`src/rtl/func_request_encoder_if.sv`:
```
// Request-side bus between the user panels and the function encoder:
// raw buttons and selection switches in, active function codes and priority out.
interface func_request_encoder_if;
    logic       i_btn_ie1;
    logic       i_btn_ie2;
    logic [2:0] i_sel_ie1;
    logic [2:0] i_sel_ie2;
    logic [2:0] o_func_ie1;
    logic [2:0] o_func_ie2;
    logic       o_priority;

    modport master (
        output i_btn_ie1, i_btn_ie2, i_sel_ie1, i_sel_ie2,
        input  o_func_ie1, o_func_ie2, o_priority
    );
    modport slave (
        input  i_btn_ie1, i_btn_ie2, i_sel_ie1, i_sel_ie2,
        output o_func_ie1, o_func_ie2, o_priority
    );
endinterface

```
`src/rtl/func_request_encoder.sv`:
```
// Per-user button debounce + timed function session, plus the shared priority
// arbiter that downstream function decoders use to resolve same-function requests.
module func_req_user #(
    parameter int DEBOUNCE_CYCLES = 4,
    parameter int HOLD_CYCLES     = 16
) (
    input  logic       clk,
    input  logic       reset,
    input  logic       i_btn,
    input  logic [2:0] i_sel,
    output logic [2:0] o_func,
    output logic       o_start,
    output logic       o_end,
    output logic       o_stay
);
    localparam int CW = $clog2(DEBOUNCE_CYCLES + 1);
    localparam int TW = $clog2(HOLD_CYCLES);
    localparam logic [CW-1:0] CNT_LAST = CW'(DEBOUNCE_CYCLES - 1);
    localparam logic [TW-1:0] TMR_LOAD = TW'(HOLD_CYCLES - 1);

    typedef enum logic {IDLE, ACTIVE} state_t;

    state_t        r_state;
    logic [1:0]    r_sync;
    logic          r_db;
    logic          r_db_q;
    logic [CW-1:0] r_cnt;
    logic [TW-1:0] r_timer;
    logic [2:0]    r_func;

    logic w_press, w_legal, w_active, w_cancel, w_load, w_expire;

    assign w_press  = r_db & ~r_db_q;
    assign w_legal  = (i_sel == 3'b001) | (i_sel == 3'b010) | (i_sel == 3'b100);
    assign w_active = (r_state == ACTIVE);
    assign w_cancel = w_active & w_press & ((i_sel == r_func) | (i_sel == 3'b000));
    assign w_load   = w_press & w_legal & ~w_cancel;
    // An illegal press does not shield the expiry on the same edge.
    assign w_expire = w_active & ~w_cancel & ~w_load & (r_timer == '0);

    assign o_start = w_load;
    assign o_end   = w_cancel | w_expire;
    assign o_stay  = w_active & ~o_end;
    assign o_func  = r_func;

    always_ff @(posedge clk) begin
        if (reset) begin
            r_sync  <= '0;
            r_db    <= 1'b0;
            r_db_q  <= 1'b0;
            r_cnt   <= '0;
            r_state <= IDLE;
            r_timer <= '0;
            r_func  <= '0;
        end else begin
            r_sync <= {r_sync[0], i_btn};
            r_db_q <= r_db;
            if (r_sync[1] == r_db) begin
                r_cnt <= '0;
            end else if (r_cnt == CNT_LAST) begin
                r_cnt <= '0;
                r_db  <= r_sync[1];
            end else begin
                r_cnt <= r_cnt + 1'b1;
            end

            if (w_load) begin
                r_state <= ACTIVE;
                r_func  <= i_sel;
                r_timer <= TMR_LOAD;
            end else if (o_end) begin
                r_state <= IDLE;
                r_func  <= '0;
                r_timer <= '0;
            end else if (w_active) begin
                r_timer <= r_timer - 1'b1;
            end
        end
    end
endmodule

module func_request_encoder #(
    parameter int DEBOUNCE_CYCLES = 4,
    parameter int HOLD_CYCLES     = 16
) (
    input  logic                  clk,
    input  logic                  reset,
    func_request_encoder_if.slave bus
);
    localparam int NUM_USERS = 2;

    logic [NUM_USERS-1:0]      w_btn;
    logic [NUM_USERS-1:0][2:0] w_sel;
    logic [NUM_USERS-1:0][2:0] w_func;
    logic [NUM_USERS-1:0]      w_start;
    logic [NUM_USERS-1:0]      w_end;
    logic [NUM_USERS-1:0]      w_stay;
    logic                      r_prio;
    logic                      r_tie;

    assign w_btn = {bus.i_btn_ie2, bus.i_btn_ie1};
    assign w_sel = {bus.i_sel_ie2, bus.i_sel_ie1};

    for (genvar u = 0; u < NUM_USERS; u++) begin : g_user
        func_req_user #(
            .DEBOUNCE_CYCLES(DEBOUNCE_CYCLES),
            .HOLD_CYCLES    (HOLD_CYCLES)
        ) u_user (
            .clk    (clk),
            .reset  (reset),
            .i_btn  (w_btn[u]),
            .i_sel  (w_sel[u]),
            .o_func (w_func[u]),
            .o_start(w_start[u]),
            .o_end  (w_end[u]),
            .o_stay (w_stay[u])
        );
    end

    assign bus.o_func_ie1 = w_func[0];
    assign bus.o_func_ie2 = w_func[1];
    assign bus.o_priority = r_prio;

    // 1 = IE1 has precedence; an already-running session outranks a new one.
    always_ff @(posedge clk) begin
        if (reset) begin
            r_prio <= 1'b1;
            r_tie  <= 1'b1;
        end else if (&w_start) begin
            r_prio <= r_tie;
            r_tie  <= ~r_tie;
        end else if (w_start[0]) begin
            r_prio <= ~w_stay[1];
        end else if (w_start[1]) begin
            r_prio <= w_stay[0];
        end else if (w_end[0] & w_stay[1]) begin
            r_prio <= 1'b0;
        end else if (w_end[1] & w_stay[0]) begin
            r_prio <= 1'b1;
        end
    end
endmodule

```
`src/flat_wrapper.sv`:
```
// flat-port wrapper written by rule: the top's interface ports become plain ports
module func_request_encoder_flat 
#(
    parameter int DEBOUNCE_CYCLES = 4,
    parameter int HOLD_CYCLES     = 16
)
  (clk, reset, bus_i_btn_ie1, bus_i_btn_ie2, bus_i_sel_ie1, bus_i_sel_ie2, bus_o_func_ie1, bus_o_func_ie2, bus_o_priority);
  func_request_encoder_if bus_i ();
  input  logic clk;
  input  logic reset;
  input wire logic [$bits(bus_i.i_btn_ie1)-1:0] bus_i_btn_ie1;
  input wire logic [$bits(bus_i.i_btn_ie2)-1:0] bus_i_btn_ie2;
  input wire logic [$bits(bus_i.i_sel_ie1)-1:0] bus_i_sel_ie1;
  input wire logic [$bits(bus_i.i_sel_ie2)-1:0] bus_i_sel_ie2;
  output wire logic [$bits(bus_i.o_func_ie1)-1:0] bus_o_func_ie1;
  output wire logic [$bits(bus_i.o_func_ie2)-1:0] bus_o_func_ie2;
  output wire logic [$bits(bus_i.o_priority)-1:0] bus_o_priority;
  assign bus_i.i_btn_ie1 = bus_i_btn_ie1;
  assign bus_i.i_btn_ie2 = bus_i_btn_ie2;
  assign bus_i.i_sel_ie1 = bus_i_sel_ie1;
  assign bus_i.i_sel_ie2 = bus_i_sel_ie2;
  assign bus_o_func_ie1 = bus_i.o_func_ie1;
  assign bus_o_func_ie2 = bus_i.o_func_ie2;
  assign bus_o_priority = bus_i.o_priority;
  func_request_encoder #(.DEBOUNCE_CYCLES(DEBOUNCE_CYCLES), .HOLD_CYCLES(HOLD_CYCLES)) u_core (.clk(clk), .reset(reset), .bus(bus_i));
endmodule
```
`config.mk`:
```
export PLATFORM = sky130hd
export DESIGN_NAME = func_request_encoder_flat
export DESIGN_NICKNAME = d
export VERILOG_FILES = /design/src/rtl/func_request_encoder_if.sv /design/src/rtl/func_request_encoder.sv /design/src/flat_wrapper.sv
export SDC_FILE = /design/constraint.sdc
export NUM_CORES = 1
export LEC_CHECK = 0
export CORE_MARGIN = 8
export CORE_UTILIZATION = 45
export DETAILED_ROUTE_END_ITERATION = 12
export PLACE_DENSITY_LB_ADDON = 0.3
export SYNTH_ARGS = -nofsm -noshare
export SYNTH_HDL_FRONTEND = slang
export SYNTH_SLANG_ARGS = --single-unit
```
`constraint.sdc`:
```
create_clock -name clk -period 4.2 [get_ports clk]
set_clock_uncertainty 0.1 [all_clocks]
set_input_delay 0.84 -clock clk [delete_from_list [all_inputs] [get_ports clk]]
set_output_delay 0.84 -clock clk [all_outputs]
set_load 0.005 [all_outputs]
```
==> summary.txt, run 1 <==
Yosys
  • Main flop type after synthesis: dfxtp_1
  • Number of standard cells after synthesis: between 150 and 200
  • YS warnings: 0
  • Synth Area in Adders: 0.0517
  • Main combinational cell family by area after synthesis: simple AND/OR/NAND/NOR gates
  • Distinct cells, synth: 48
  • Synthesized Nets: 210
  • XOR/XNOR share of the synthesized area: 0.0362
  • Number of enable-type register cells in the synthesized netlist: 0
  • Register area share after synthesis: 0.378
  • Area share of and/or/nand/nor cells after synthesis: 0.263
  • Avg Synthesized Cell Area: between 8 and 9 um^2
  • Share of the synthesized area in compound gates (AO/OA/AOI/OAI): 0.190
  • Portion of netlist area occupied by mux cells: 0.0118
  • Number of synthesized register bits: 32
  • Summed instance area of the synthesized netlist: 1690 um^2
  • FFs w/ async S/R, synth: 0

Route
  • Iteration-0 DRC Markers: just over 70
  • Routed length per placed instance: 13.0 um
  • Remaining DRCs: 0
  • Antenna viol nets, final: 0
  • Total number of vias: 1404
  • Total Wirelength: ~3300 um
  • First-pass iteration count of the detailed router: 4
  • DR vias/cell: between 5 and 6

Final layout
  • Area taken by multi-input logic gates: a little over 900 um^2
  • Number of non-filler instances in the completed layout: 257
  • Antenna diode count: 0
  • Fraction of layout cells with a size suffix above 1: 0.110
  • Most common cell after layout, fill and taps aside: dfxtp_1
  • Filler instances: between 300 and 400
  • Area growth from synthesis to final layout: 16.5%
  • Final net count: 225
  • Sequential cell area: ~640 um^2
  • Commonest cells after routing, fill and taps aside: dfxtp_1 (32), nor2_1 (27), clkdlybuf4s50_1 (16)

Job
  • Max_cap viols: 0

Global routing
  • First-pass GRT wire length: approximately 5900 um
  • Total Routing Usage GR: 0.119
  • Maximum number of pins on one net before global-route repair: 24
  • Number of global-route vias before repair: ~1400
  • Antenna violations before repair: 0
  • GR Overflow Total: 0

STA
  • Final Hold Slack: 0.322 ns
  • Final worst path period share: 0.653
  • Worst-Margin Slew: just over 0.6 ns
  • Maximum clock frequency: between 300 and 400 MHz
  • Final Hold Vio Count: 0
  • Count of pins over their slew limit: 0
  • Unrepaired setup endpoints after global routing: no
  • Time the final worst path needs with I/O delays and setup: 2.74 ns
  • Final count of negative-setup-slack endpoints: 0
  • Total Neg Setup Slack: 0 ns
  • Headroom to the max-slew limit: 0.587

Worst setup path
  • Critical Path RT: 4.26 ns
  • Signal arrival time at the worst endpoint: approximately 2.8 ns
  • Peak fanout along the critical path: 8
  • Critical path capture point type: register
  • Startpoint kind of the worst setup timing path: input pin
  • Worst Path Class, Setup: in2reg

Clock tree
  • Later-pin clock latency in the skew report: 0.28 ns
  • Clk pin slew, worst setup/hold paths: approximately 0.070 ns
  • Number of gates resized after cts: 0
  • Clock buffers created by TritonCTS: 5
  • TritonCTS Sinks: 32
  • Number of buffers inserted by post-CTS setup repair: 0
  • Maximum level of the CTS H-tree: 2
  • CTS tree: built
  • Deepest clock path buffer count: 2
  • Root buffer selected by CTS: clkbuf_8
  • Post-CTS Hold Buffers: 0

Pwr
  • Worst VDD drop: 0.226 mV
  • P per Cell Area: 318 nW/um^2
  • Clock share of power: 0.464
  • Switching power summed over all nets: 0.132 mW
  • Switching part of the total power: 0.211
  • Share of total power in sequential cells: 0.490
  • Proportion of power drawn by combinational gates: 0.046
  • P_leak: a little under 0.7 nW
  • Internal: approximately 0.5 mW

Place
  • Placer congestion estimate: approximately 0.8
  • Total of buffers placed on input and output ports: 16
  • Number of placed instances with taps included: 249
  • Placed wire-length estimate after detailed placement: 2370 um

Status
  • Result of the run: finished clean

Floorplanning
  • Core area: approximately 3600 um^2
  • IO Count: 17
  • Area of the die: around 6000 um^2
  • Width of the die: ~77 um
  • Chip height: between 70 and 80 um
  • Starting Density: 0.466
  • Num rows: 22

Min path
  • Class of the tightest hold or removal check: reg2reg
[synthesized netlist by cell type (2+ instances only)]
cell | n | share of area
nor2_1 | 27 | 0.060
inv_1 | 13 | 0.029
o21ai_0 | 13 | 0.038
clkbuf_1 | 5 | 0.011
a211oi_2 | 2 | 0.015
dfxtp_1 | 32 | 0.38
nand4b_1 | 2 | 0.010
xnor2_1 | 4 | 0.021
xor2_1 | 3 | 0.016
nand2_1 | 10 | 0.022
ha_1 | 7 | 0.052
nor3_1 | 5 | 0.015
nor4_1 | 3 | 0.011
o211a_1 | 2 | 0.012
a21oi_1 | 7 | 0.021
buf_4 | 2 | 0.0089
buf_6 | 3 | 0.020
nor2b_1 | 7 | 0.026
a221oi_2 | 3 | 0.027
or3_1 | 3 | 0.011
mux2i_1 | 2 | 0.012
nor3b_1 | 2 | 0.0089
o211ai_1 | 2 | 0.0089
nand2b_1 | 4 | 0.015
nand3_1 | 4 | 0.012
a22oi_1 | 4 | 0.018
[through the flow]
stage	power [mW]	setup slack, ns	util	area [um^2]
6_report	0.627	1.46	0.543	1970
5_1_grt	0.656	1.31	0.543	1970
4_1_cts	0.635	1.49	0.543	1970
3_5_place_dp	0.342	1.17	0.512	1860
3_3_place_gp	0.342	1.26	0.512	1860
2_1_floorplan	0.333	1.88	-	1690
[cell families (layout without fill, tap and decap cells)]
| family | Yosys count | in the layout |
|---|---|---|
| AO/OA/AOI/OAI | 43 | 43 |
| XOR/XNOR | 7 | 7 |
| adder cells (fa/ha/maj) | 7 | 7 |
| buffers and inverters | 23 | 39 |
| flip-flops | 32 | 32 |
| multiplexers | 2 | 2 |
| AND/OR/NAND/NOR | 79 | 79 |
[per-layer routing]
| layer | vias to the layer above | part of all wire | track usage |
|---|---|---|---|
| met5 | - | 0 | 0 |
| met3 | 7 | 0.047 | 0.0495 |
| li1 | 709 | - | - |
| met4 | 0 | 0.018 | 0.0660 |
| met1 | 659 | 0.49 | 0.138 |
| met2 | 29 | 0.44 | 0.183 |
[path summary, 6_finish.rpt]
path / from / end / slack (ns) / depth (start not counted)
hold / removal: u_core.g_user[0].u_user.r_cnt[0] / u_core.g_user[0].u_user.r_cnt[0] / 0.32 / 1
setup / recovery: bus_i_sel_ie1[2] / u_core.g_user[0].u_user.r_timer[3] / 1.46 / 7
setup reg to reg: u_core.g_user[0].u_user.r_db / u_core.bus.o_priority / 2.28 / 7
hold reg to reg: u_core.g_user[0].u_user.r_cnt[0] / u_core.g_user[0].u_user.r_cnt[0] / 0.32 / 1
[critical path, cell delays in order]
cell	delay, ns
clkdlybuf4s50_1	0.63
nand2b_2	0.19
nand2_2	0.06
a221oi_2	0.45
and4bb_4	0.33
a211oi_2	0.23
a311oi_1	0.07
[power by group through the flow]
stage               Sequential [mW]  Combinational (mW)  Clock (mW)
floorplan                     0.313              0.0195           0
global placement              0.314              0.0284           0
detailed placement            0.314              0.0287           0
CTS                           0.307              0.0289       0.300
global route                  0.307              0.0316       0.318
finish                        0.307              0.0290       0.291
[layout make-up]
| class | count | area share |
|---|---|---|
| timing repair buffer | 18 | 0.0888 |
| sequential | 32 | 0.325 |
| inverter | 13 | 0.0247 |
| clock inverter | 3 | 0.0216 |
| tap | 48 | 0.0305 |
| multi-input combinational | 138 | 0.475 |
| clock buffer | 5 | 0.0349 |
[sequential cells by signal, summed over array words and instances (netlist names)]
register,count
u_core.g_user.u_user.r_db_q,2
u_core.bus.o_priority,1
u_core.g_user.u_user.o_func,6
u_core.g_user.u_user.r_sync,4
u_core.g_user.u_user.r_db,2
u_core.r_tie,1
u_core.g_user.u_user.r_timer,8
u_core.g_user.u_user.r_cnt,6
u_core.g_user.u_user.r_state,2
Note: power is estimated with default switching activity, not from simulation.
==> inputs of run 2 (changes only) <==
- clock period: 4.2 -> 2.3 ns (I/O delays scaled with it)
==> summary.txt, run 2 (synthesis results as in run 1) <==
Final layout
  • Area taken by multi-input logic gates: 936 um^2 (unchanged)
  • Final net count: 249 (was 225)
  • Flip-flop count of the largest register, all copies and words added: 8 (unchanged)
  • Commonest cells after routing, fill and taps aside: dfxtp_1 (32), nor2_1 (27), buf_4 (26) (was dfxtp_1 (32), nor2_1 (27), clkdlybuf4s50_1 (16))
  • Fraction of layout cells with a size suffix above 1: 0.202 (was 0.110)
  • Area growth from synthesis to final layout: 28.0% (was 16.5%)
  • Most common cell after layout, fill and taps aside: dfxtp_1 (unchanged)
  • Register with the highest flop count: u_core.g_user.u_user.r_timer (unchanged)
  • Antenna diode count: 0 (unchanged)
  • Filler instances: 318 (was 347)
  • Sequential cell area: 641 um^2 (unchanged)

Route
  • First-pass iteration count of the detailed router: 5 (was 4)
  • Routed length per placed instance: 12.2 um (was 13.0 um)
  • Antenna viol nets, final: 0 (unchanged)
  • Top metal layer carrying routed signals: met4 (unchanged)
  • Detail Route met3 WL: 148 um (was 157 um)
  • Routed met2 length: 1450 um (was 1480 um)
  • DR vias/cell: 5.19 (was 5.46)
  • Total number of vias: 1457 (was 1404)
  • Iteration-0 DRC Markers: 80 (was 71)
  • Wire length on met1: 1760 um (was 1640 um)
  • Total Wirelength: 3430 um (was 3340 um)
  • Remaining DRCs: 0 (unchanged)

Floorplanning
  • Num rows: 22 (unchanged)
  • Starting Density: 0.466 (unchanged)
  • Chip height: 77.3 um (unchanged)
  • IO Count: 17 (unchanged)
  • Core area: 3630 um^2 (unchanged)
  • Area of the die: 5980 um^2 (unchanged)
  • Width of the die: 77.3 um (unchanged)

Worst setup path
  • Startpoint kind of the worst setup timing path: input pin (unchanged)
  • Critical Path RT: 2.41 ns (was 4.26 ns)
  • R2r endpoint: u_core.bus.o_priority (unchanged)
  • Critical path capture point type: register (unchanged)
  • Peak fanout along the critical path: 7 (was 8)
  • R2r startpoint: u_core.g_user[0].u_user.r_db (unchanged)
  • CP max-delay cell: clkdlybuf4s50_1 (unchanged)
  • Signal arrival time at the worst endpoint: 2.27 ns (was 2.80 ns)
  • Worst Path Class, Setup: in2reg (unchanged)
  • Cell breakdown of the critical path: clkdlybuf4s50_1 > o21ai_0 > a221oi_2 > buf_4 > or2_1 > a311o_1 > a32oi_1 (was clkdlybuf4s50_1 > nand2b_2 > nand2_2 > a221oi_2 > and4bb_4 > a211oi_2 > a311oi_1)
  • Number of cells on the worst reg-to-reg path: 7 (unchanged)
  • FF-to-FF setup slack: 0.42 ns (was 2.28 ns)
  • Launching element of the worst setup path: bus_i_sel_ie2[2] (was bus_i_sel_ie1[2])
  • CP max stage delay: 0.55 ns (was 0.63 ns)

Clock tree
  • Clock buffers created by TritonCTS: 5 (unchanged)
  • Clk pin slew, worst setup/hold paths: 0.07 ns (about the same)
  • Maximum level of the CTS H-tree: 2 (unchanged)
  • Post-CTS Hold Buffers: 0 (unchanged)
  • CTS tree: built (unchanged)
  • Deepest clock path buffer count: 2 (unchanged)
  • Later-pin clock latency in the skew report: 0.28 ns (about the same)
  • TritonCTS Sinks: 32 (unchanged)
  • Root buffer selected by CTS: clkbuf_8 (unchanged)

Status
  • Result of the run: finished clean (unchanged)

STA
  • Maximum clock frequency: ~460 MHz
  • Final Hold Slack: 0.322 ns (about the same)
  • Unrepaired setup endpoints after global routing: no (unchanged)
  • Final count of negative-setup-slack endpoints: 0 (unchanged)
  • Count of pins over their slew limit: 0 (unchanged)
  • Worst-Margin Slew: 0.407 ns (was 0.617 ns)
  • Time the final worst path needs with I/O delays and setup: between 2 and 2.5 ns
  • Headroom to the max-slew limit: 0.727 (was 0.587)
  • Total Neg Setup Slack: 0 ns (unchanged)
  • Final worst path period share: 0.940
  • Final Hold Vio Count: 0 (unchanged)
  • PnR worst setup slack: 0.139 ns (was 1.46 ns)

Place
  • Placer congestion estimate: 0.787 (was 0.806)
  • Total of buffers placed on input and output ports: 16 (unchanged)
  • Placed wire-length estimate after detailed placement: 2570 um (was 2370 um)
  • Post-Place Setup Slack: -0.148 ns (was 1.17 ns)

Min path
  • Worst hold start: u_core.g_user[1].u_user.r_cnt[0] (was u_core.g_user[0].u_user.r_cnt[0])
  • Worst hold path endpoint: u_core.g_user[1].u_user.r_cnt[0] (was u_core.g_user[0].u_user.r_cnt[0])
  • Class of the tightest hold or removal check: reg2reg (unchanged)
  • Number of stages on the worst hold path: 1 (unchanged)

Global routing
  • GR Overflow Total: 0 (unchanged)
  • First-pass GRT wire length: 6060 um (was 5910 um)
  • Number of global-route vias before repair: 1395 (was 1350)
  • Maximum number of pins on one net before global-route repair: 23 (was 24)
  • Antenna violations before repair: 0 (unchanged)
  • Total Routing Usage GR: 0.123 (was 0.119)

Pwr
  • P_leak: 0.815 nW (was 0.687 nW)
  • P per Cell Area: 561 nW/um^2 (was 318 nW/um^2)
  • Worst VDD drop: 0.334 mV (was 0.226 mV)
  • Total Power: 1.21 mW (was 0.627 mW)

Job
  • Max_cap viols: 0 (unchanged)
==> run 2: cell types whose count changed in the layout (fill, tap and decap cells not counted) <==
cell and change:
buf_4 +24, clkbuf_8 +2, clkinv_2 -1, clkinvlp_4 -1, o21ai_0 -1, o21ai_1 +1
==> run 2: worst max path at each step <==
stage | slack, ns | to
finish | 0.14 | u_core.bus.o_priority
global route | 0.006 | u_core.g_user[0].u_user.r_timer[1]
CTS | 0.14 | u_core.bus.o_priority
detailed placement | -0.15 | u_core.bus.o_priority
global placement | -0.11 | u_core.g_user[0].u_user.r_timer[3]
floorplan | 0.36 | u_core.g_user[0].u_user.r_timer[3]
==> run 2: per-layer routing <==
| layer | vias up | GRT usage |
|---|---|---|
| li1 | 759 | - |
| met1 | 661 | 0.148 |
| met2 | 31 | 0.190 |
| met3 | 6 | 0.0392 |
| met4 | 0 | 0.0679 |
| met5 | - | 0 |
==> run 2: timing repair <==
item                                   in CTS  in global routing
endpoints found under the hold margin       0                  0
setup buffers                               0                  0
resized for setup                           0                  1
setup endpoints to repair                   0                  1
==> run 2: metrics by stage <==
| stage | cells | cell area (um^2) | utilization |
|---|---|---|---|
| 2_1_floorplan | 193 | 1690 | - |
| 3_3_place_gp | 273 | 2040 | 0.562 |
| 3_5_place_dp | 273 | 2040 | 0.562 |
| 4_1_cts | 281 | 2170 | 0.596 |
| 5_1_grt | 281 | 2170 | 0.596 |
| 6_report | 281 | 2170 | 0.596 |
==> run 2: cell type report <==
type	instances	area share
flip-flops and latches	32	0.296
multi-input cells	138	0.432
repair buffers	42	0.164
clock inverters	1	0.0139
well taps	48	0.0277
clock buffers	7	0.0445
inverters	13	0.0225
==> run 2: where the power goes <==
group | internal, mW | total [mW] | switching, mW
Clock | 0.382 | 0.588 | 0.206
Sequential | 0.558 | 0.560 | 0.00186
Combinational | 0.0353 | 0.0662 | 0.0309
==> run 2: critical path, delay by kind of cell <==
| kind | cells | cell delay [ns] |
|---|---|---|
| AO/OA/AOI/OAI | 4 | 0.87 |
| AND/OR/NAND/NOR | 1 | 0.24 |
| buffers and inverters | 2 | 0.71 |
